===== src/rtl/sdram_req_arb_pkg.sv =====
// Shared types and constants for the SDRAM request arbiter.
// Tag width is a function of the channel count so one package serves every NCH.
package sdram_req_arb_pkg;

    typedef enum logic [1:0] {
        ST_IDLE  = 2'd0,
        ST_ISSUE = 2'd1,
        ST_WDATA = 2'd2
    } arb_state_e;

    // A zero burst length from a requester is issued as this length instead.
    localparam int unsigned LEN_ZERO_SUBST = 1;

    function automatic int unsigned tag_width(input int unsigned n);
        return (n < 2) ? 1 : $clog2(n);
    endfunction

endpackage


===== src/rtl/sdram_tag_fifo.sv =====
// Read-tag FIFO: remembers which channel owns each outstanding read burst.
// DEPTH must be a power of two so the pointers wrap naturally.
module sdram_tag_fifo #(
    parameter int unsigned DEPTH = 4,
    parameter int unsigned W     = 2
) (
    input  logic                   clk,
    input  logic                   reset,
    input  logic                   push,
    input  logic                   pop,
    input  logic [W-1:0]           din,
    output logic [W-1:0]           dout,
    output logic [$clog2(DEPTH):0] level,
    output logic                   full,
    output logic                   empty
);
    localparam int unsigned PW = $clog2(DEPTH);

    logic [W-1:0]  mem_q [DEPTH];
    logic [W-1:0]  mem_d [DEPTH];
    logic [PW-1:0] wr_ptr_q, wr_ptr_d;
    logic [PW-1:0] rd_ptr_q, rd_ptr_d;
    logic [PW:0]   level_q, level_d;
    logic          do_push, do_pop;

    always_comb begin
        empty    = (level_q == '0);
        full     = level_q[PW];
        do_pop   = pop && !empty;
        do_push  = push && (!full || do_pop);
        mem_d    = mem_q;
        wr_ptr_d = wr_ptr_q;
        rd_ptr_d = rd_ptr_q;
        level_d  = level_q;
        if (do_push) begin
            mem_d[wr_ptr_q] = din;
            wr_ptr_d        = wr_ptr_q + 1'b1;
        end
        if (do_pop) begin
            rd_ptr_d = rd_ptr_q + 1'b1;
        end
        case ({do_push, do_pop})
            2'b10:   level_d = level_q + 1'b1;
            2'b01:   level_d = level_q - 1'b1;
            default: level_d = level_q;
        endcase
    end

    always_ff @(posedge clk or posedge reset) begin
        if (reset) begin
            mem_q    <= '{default: '0};
            wr_ptr_q <= '0;
            rd_ptr_q <= '0;
            level_q  <= '0;
        end else begin
            mem_q    <= mem_d;
            wr_ptr_q <= wr_ptr_d;
            rd_ptr_q <= rd_ptr_d;
            level_q  <= level_d;
        end
    end

    assign dout  = mem_q[rd_ptr_q];
    assign level = level_q;

endmodule


===== src/rtl/sdram_req_arb.sv =====
// N-channel request arbiter for the SDRAM controller application port.
// Channel 0 has fixed priority; others rotate. Read data is steered by tag.
module sdram_req_arb
    import sdram_req_arb_pkg::*;
#(
    parameter int unsigned NCH       = 3,
    parameter int unsigned AW        = 25,
    parameter int unsigned DW        = 16,
    parameter int unsigned LENW      = 9,
    parameter int unsigned RDQ_DEPTH = 4,
    parameter int unsigned RD_TAIL   = 2
) (
    input  logic                       clk,
    input  logic                       reset,
    input  logic                       mem_ready,
    input  logic [NCH-1:0]             ch_req,
    input  logic [NCH-1:0]             ch_wr_n,
    input  logic [NCH*AW-1:0]          ch_addr,
    input  logic [NCH*LENW-1:0]        ch_len,
    input  logic [NCH*DW-1:0]          ch_wdata,
    output logic [NCH-1:0]             ch_ack,
    output logic [NCH-1:0]             ch_wr_next,
    output logic [NCH-1:0]             ch_rd_valid,
    output logic [NCH-1:0]             ch_rd_last,
    output logic [DW-1:0]              rd_data,
    output logic                       app_req,
    output logic [AW-1:0]              app_req_addr,
    output logic [LENW-1:0]            app_req_len,
    output logic                       app_req_wr_n,
    input  logic                       app_req_ack,
    output logic [DW-1:0]              app_wr_data,
    input  logic                       app_wr_next_req,
    input  logic                       app_last_wr,
    input  logic                       app_rd_valid,
    input  logic                       app_last_rd,
    input  logic [DW-1:0]              app_rd_data,
    output logic [$clog2(RDQ_DEPTH):0] rdq_level
);
    localparam int unsigned TW    = tag_width(NCH);
    localparam int unsigned TAILW = $clog2(RD_TAIL + 2);

    arb_state_e     state_q, state_d;
    logic [TW-1:0]  owner_q, owner_d;
    logic [TW-1:0]  ptr_q, ptr_d;
    logic           app_req_q, app_req_d;
    logic [AW-1:0]  addr_q, addr_d;
    logic [LENW-1:0] len_q, len_d;
    logic           wr_n_q, wr_n_d;
    logic [TAILW-1:0] tail_q, tail_d;
    logic [NCH-1:0] rd_valid_q, rd_valid_d;
    logic [NCH-1:0] rd_last_q, rd_last_d;
    logic [DW-1:0]  rd_data_q, rd_data_d;
    logic           rd_err_q, rd_err_d;

    logic [NCH-1:0] elig;
    logic [TW:0]    pick;
    logic [TW-1:0]  win;
    logic [LENW-1:0] win_len;
    logic           q_push, q_pop, q_full, q_empty;
    logic [TW-1:0]  q_head;

    // Returns {found, index}: channel 0 first, then first eligible at/after ptr.
    function automatic logic [TW:0] rr_pick(input logic [NCH-1:0] e, input logic [TW-1:0] p);
        logic [TW:0]   res;
        logic [TW-1:0] sel;
        int unsigned   idx;
        res = '0;
        if (e[0]) begin
            res = {1'b1, {TW{1'b0}}};
        end else begin
            for (int unsigned k = 0; k < NCH - 1; k++) begin
                idx = 1 + (32'(p) - 1 + k) % (NCH - 1);
                sel = idx[TW-1:0];
                if (!res[TW] && e[sel]) res = {1'b1, sel};
            end
        end
        return res;
    endfunction

    function automatic logic [TW-1:0] next_ptr(input logic [TW-1:0] o);
        if (o >= TW'(NCH - 1)) return TW'(1);
        return o + 1'b1;
    endfunction

    sdram_tag_fifo #(
        .DEPTH (RDQ_DEPTH),
        .W     (TW)
    ) u_tag_fifo (
        .clk   (clk),
        .reset (reset),
        .push  (q_push),
        .pop   (q_pop),
        .din   (owner_q),
        .dout  (q_head),
        .level (rdq_level),
        .full  (q_full),
        .empty (q_empty)
    );

    always_comb begin
        state_d     = state_q;
        owner_d     = owner_q;
        ptr_d       = ptr_q;
        app_req_d   = app_req_q;
        addr_d      = addr_q;
        len_d       = len_q;
        wr_n_d      = wr_n_q;
        q_push      = 1'b0;
        ch_ack      = '0;
        ch_wr_next  = '0;
        app_wr_data = '0;
        elig        = '0;
        win         = '0;
        win_len     = '0;
        for (int unsigned i = 0; i < NCH; i++) begin
            elig[i] = ch_req[i] && (ch_wr_n[i] ? !q_full : (q_empty && tail_q == '0));
        end
        pick = rr_pick(elig, ptr_q);
        case (state_q)
            ST_IDLE: begin
                if (mem_ready && pick[TW]) begin
                    win       = pick[TW-1:0];
                    win_len   = ch_len[win*LENW +: LENW];
                    owner_d   = win;
                    app_req_d = 1'b1;
                    addr_d    = ch_addr[win*AW +: AW];
                    len_d     = (win_len == '0) ? LENW'(LEN_ZERO_SUBST) : win_len;
                    wr_n_d    = ch_wr_n[win];
                    state_d   = ST_ISSUE;
                end
            end
            ST_ISSUE: begin
                if (app_req_ack) begin
                    ch_ack    = NCH'(1) << owner_q;
                    app_req_d = 1'b0;
                    ptr_d     = next_ptr(owner_q);
                    if (wr_n_q) begin
                        q_push  = 1'b1;
                        state_d = ST_IDLE;
                    end else begin
                        state_d = ST_WDATA;
                    end
                end
            end
            ST_WDATA: begin
                ch_wr_next = NCH'(app_wr_next_req) << owner_q;
                if (app_last_wr) state_d = ST_IDLE;
            end
            default: state_d = ST_IDLE;
        endcase
        if (!wr_n_q && state_q != ST_IDLE) begin
            app_wr_data = ch_wdata[owner_q*DW +: DW];
        end
    end

    // Return path: tail counter re-arms on every returned word, not just the last.
    always_comb begin
        rd_valid_d = '0;
        rd_last_d  = '0;
        rd_data_d  = rd_data_q;
        rd_err_d   = rd_err_q;
        q_pop      = 1'b0;
        tail_d     = (tail_q != '0) ? tail_q - 1'b1 : '0;
        if (app_rd_valid) begin
            tail_d = TAILW'(RD_TAIL);
            if (q_empty) begin
                rd_err_d = 1'b1;
            end else begin
                rd_valid_d = NCH'(1) << q_head;
                rd_last_d  = NCH'(app_last_rd) << q_head;
                rd_data_d  = app_rd_data;
                q_pop      = app_last_rd;
            end
        end
    end

    always_ff @(posedge clk or posedge reset) begin
        if (reset) begin
            state_q    <= ST_IDLE;
            owner_q    <= '0;
            ptr_q      <= TW'(1);
            app_req_q  <= 1'b0;
            addr_q     <= '0;
            len_q      <= '0;
            wr_n_q     <= 1'b1;
            tail_q     <= '0;
            rd_valid_q <= '0;
            rd_last_q  <= '0;
            rd_data_q  <= '0;
            rd_err_q   <= 1'b0;
        end else begin
            state_q    <= state_d;
            owner_q    <= owner_d;
            ptr_q      <= ptr_d;
            app_req_q  <= app_req_d;
            addr_q     <= addr_d;
            len_q      <= len_d;
            wr_n_q     <= wr_n_d;
            tail_q     <= tail_d;
            rd_valid_q <= rd_valid_d;
            rd_last_q  <= rd_last_d;
            rd_data_q  <= rd_data_d;
            rd_err_q   <= rd_err_d;
        end
    end

    assert property (@(posedge clk) disable iff (reset) !rd_err_q);

    assign app_req      = app_req_q;
    assign app_req_addr = addr_q;
    assign app_req_len  = len_q;
    assign app_req_wr_n = wr_n_q;
    assign ch_rd_valid  = rd_valid_q;
    assign ch_rd_last   = rd_last_q;
    assign rd_data      = rd_data_q;

endmodule


===== config.mk =====
export PLATFORM = sky130hd
export DESIGN_NAME = sdram_req_arb
export DESIGN_NICKNAME = d
export VERILOG_FILES = /design/src/rtl/sdram_req_arb_pkg.sv /design/src/rtl/sdram_tag_fifo.sv /design/src/rtl/sdram_req_arb.sv
export SDC_FILE = /design/constraint.sdc
export NUM_CORES = 1
export LEC_CHECK = 0
export ABC_AREA = 1
export BUFFER_PORTS_ARGS = -buffer_cell sky130_fd_sc_hd__buf_4
export CORE_MARGIN = 8
export CORE_UTILIZATION = 34
export DETAILED_ROUTE_END_ITERATION = 12
export HOLD_SLACK_MARGIN = 0.15
export MAX_ROUTING_LAYER = met4
export SYNTH_ARGS = -nofsm -noshare
export SYNTH_HDL_FRONTEND = slang
export SYNTH_SLANG_ARGS = --single-unit

===== constraint.sdc =====
create_clock -name clk -period 2.32 [get_ports clk]
set_input_delay 0 -clock clk [delete_from_list [all_inputs] [get_ports clk]]
set_output_delay 0 -clock clk [all_outputs]
set_load 0.02 [all_outputs]

==> flow_metrics.env <==
export IMPL_status="completed"
export IMPL_grt_pass1_wl_mm=30.65
export IMPL_maxSlewViolCount=0
export IMPL_area_delta_synth_final_pct=81.81
export IMPL_power_leakage_nw=4.513
export IMPL_worst_ir_drop_vdd_mv=0.4814
export IMPL_grt_max_degree=51
export IMPL_core_area_sq_um=13240
export IMPL_numCtsBuffers=9
export IMPL_final_cell_mix="271 x buf_4, 237 x nand2_1, 118 x dlygate4sd3_1"
export IMPL_postSynthAreaPerCell_sq_um=7.507
export IMPL_drv_cap=0
export IMPL_io_pins=263
export IMPL_drt_first_pass_iters=5
export IMPL_cts_sinks=80
export IMPL_numPortBuffers=262
export IMPL_hp_class="in -> reg"
export IMPL_rows=42
export IMPL_crit_arrival_ps=2410
export IMPL_p_clk_frac=0.199
export IMPL_clk_pin_slew_worst_paths_ps=60
export IMPL_syn_area_sq_um=4609
export IMPL_antenna_left=0
export IMPL_synth_edf_count=0
export IMPL_max_clock_freq_mhz=455.5
export IMPL_worstSetupEndpointType="flip-flop"
export IMPL_internal_power_mw=5.016
export IMPL_synth_fp_nets=800
export IMPL_synth_cells=614
export IMPL_cts_buffer_depth=2
export IMPL_start_util=0.3481
export IMPL_synth_seq_cells=80
export IMPL_nNetsFinal=1173
export IMPL_via_count=5673
export IMPL_setup_tns_ps=0
export IMPL_fin_util=0.6328
export IMPL_worst_pin_slew_ps=923.8
export IMPL_first_global_vias=6122
export IMPL_place_hpwl_mm=13.04
export IMPL_cts_tree="yes"
export IMPL_ys_seq_area_frac=0.4349
export IMPL_drt_wl_total_mm=19.23
export IMPL_power_frac_comb=0.525
export IMPL_drive_above_1_share=0.3169
export IMPL_cp_max_fo=13
export IMPL_clock_latency_ps=330
export IMPL_stdcell_count=1171
export IMPL_wl_per_cell_microns=16.42
export IMPL_die_w_microns=132.4
export IMPL_timing_final_crit_share=0.9463
export IMPL_power_density_nw_per_um2=1028
export IMPL_path_class="reg -> reg"
export IMPL_grt_usage=0.2177
export IMPL_fillers=1109
export IMPL_placed_cells=1030
export IMPL_synth_ff_type="dfrtp_1"
export IMPL_fp_dieH_microns=132.4
export IMPL_root_buffer="clkbuf_16"
export IMPL_clock_skew_ps=5.275
export IMPL_crit_required_ps=2530
export IMPL_ys_warn_count=0
export IMPL_htree_levels=3
export IMPL_seq_power_share=0.276
export IMPL_place_gp_congestion=0.8721
export IMPL_die_area_sq_um=17540
export IMPL_switching_share=0.4178
export IMPL_gr_total_overflow=0
export IMPL_async_reset_ff_frac=1.000
export IMPL_p_switching_mw=3.600
export IMPL_max_slew_margin_rel=0.3819
export IMPL_layout_commonest_cell="buf_4"
export IMPL_synth_distinct_cells=44
export IMPL_viasPerCell=4.845
export IMPL_drtIter0Drc=309
export IMPL_startpoint_type="flip-flop"
export IMPL_post_route_min_period_ps=2195
export IMPL_antenna_found_initial=3
export IMPL_drc=0
export IMPL_hold_viol=0
export IMPL_setup_viol=0
-- cells in the mapped netlist, types with 2 or more instances --
master | number | area share
dfrtp_1 | 78 | 0.42
nand3_2 | 3 | 0.0065
a2bb2oi_1 | 5 | 0.0095
or2_1 | 3 | 0.0041
ha_1 | 5 | 0.014
o21a_1 | 4 | 0.0065
mux2i_1 | 21 | 0.046
xor2_1 | 4 | 0.0076
nand3_1 | 46 | 0.050
clkbuf_1 | 14 | 0.011
dfstp_2 | 2 | 0.011
nand3b_1 | 5 | 0.0081
nor2_1 | 36 | 0.029
buf_6 | 4 | 0.0098
nand2_1 | 237 | 0.19
buf_2 | 7 | 0.0076
o21ai_0 | 42 | 0.046
inv_1 | 50 | 0.041
buf_4 | 6 | 0.0098
mux2_2 | 3 | 0.0073
nor3_1 | 3 | 0.0033
a21oi_1 | 13 | 0.014
inv_2 | 2 | 0.0016
-- kinds of logic (layout without fill, tap and decap cells) --
group                    Yosys count  in the layout  share of synthesized area
AO/OA/AOI/OAI                     72             72                    0.09175
XOR/XNOR                           5              5                   0.009500
adder cells (fa/ha/maj)            6              6                    0.01792
buffers and inverters             86            463                    0.08469
flip-flops                        80             80                     0.4349
multiplexers                      24             24                    0.05293
other                              0              4                          0
AND/OR/NAND/NOR                  341            341                     0.3084
-- critical path, cell delays in order, from the launching register on --
cell,delay (ps)
dfrtp_2,440
nor2_4,140
nand3_4,110
a21boi_2,200
nand3_4,180
inv_4,170
nand2_1,90
nand3_1,110
dlygate4sd3_1,550
o21ai_0,80
-- flip-flops by register name (all words and copies together), names as in the netlist --
name                 count
tail_q                   2
ptr_q                    1
state_q                  2
u_tag_fifo.mem_q         8
app_req_addr            25
app_req_wr_n             1
app_req_len              9
u_tag_fifo.level         3
ch_rd_last               3
owner_q                  2
ch_rd_valid              3
app_req                  1
u_tag_fifo.rd_ptr_q      2
u_tag_fifo.wr_ptr_q      2
rd_data                 16
-- repair_timing --
item	4_1_cts	5_1_grt
hold buffers	118	0
gates resized for setup	0	8
hold endpoints to repair	94	0
setup buffers	0	2
endpoints found under the setup margin	0	4
-- through the flow --
step,hold WS [ps],worst slack (ps),power [mW],area [sq um]
5_1_grt,177.0,-27.74,9.232,8381
3_3_place_gp,103.0,267.6,6.537,6730
2_1_floorplan,70.28,98.85,4.862,4609
4_1_cts,153.9,23.53,8.539,8269
3_5_place_dp,110.7,201.7,6.610,6730
6_report,158.6,124.6,8.616,8381
-- final timing paths --
path                                              end                             from  slack (ps)  depth (start not counted)
setup / recovery           app_req_len[2]$_DFFE_PP0P_  u_tag_fifo.level[1]$_DFFE_PP0P_         120                          9
hold / removal             app_req_len[7]$_DFFE_PP0P_                       ch_len[16]         160                          6
setup reg to reg           app_req_len[2]$_DFFE_PP0P_  u_tag_fifo.level[1]$_DFFE_PP0P_         120                          9
hold reg to reg                   tail_q[0]$_DFF_PP0_              tail_q[0]$_DFF_PP0_         470                          1
max in group asynchronous    app_req_wr_n$_DFFE_PP1P_                            reset        1310                          4
min in group asynchronous     rd_data[14]$_DFFE_PP0P_                            reset         290                          3
-- final cells by class --
| cell class | count | area (sq um) | area share |
|---|---|---|---|
| clock buffer | 9 | 225.2 | 0.02687 |
| sequential | 80 | 2006 | 0.2393 |
| timing repair buffer | 394 | 3326 | 0.3968 |
| clock inverter | 6 | 132.6 | 0.01583 |
| inverter | 54 | 209.0 | 0.02493 |
| antenna | 4 | 10.01 | 0.001194 |
| tap | 176 | 220.2 | 0.02628 |
| multi-input combinational | 448 | 2252 | 0.2687 |
-- power by group through the flow --
stage | logic [mW] | clock network (mW) | registers [mW]
floorplan | 2.04 | 0 | 2.82
global placement | 4.19 | 0 | 2.35
detailed placement | 4.24 | 0 | 2.37
CTS | 4.42 | 1.75 | 2.37
global route | 4.97 | 1.81 | 2.45
finish | 4.52 | 1.72 | 2.38
-- per-layer routing --
metal,GRT usage,share of wire,routed length [microns]
met5,-,0,0
met4,0.08454,0.027,512
met3,0.06548,0.084,1619
met2,0.3475,0.47,9023
met1,0.2532,0.42,8073
(Power assumes the default switching activity.)
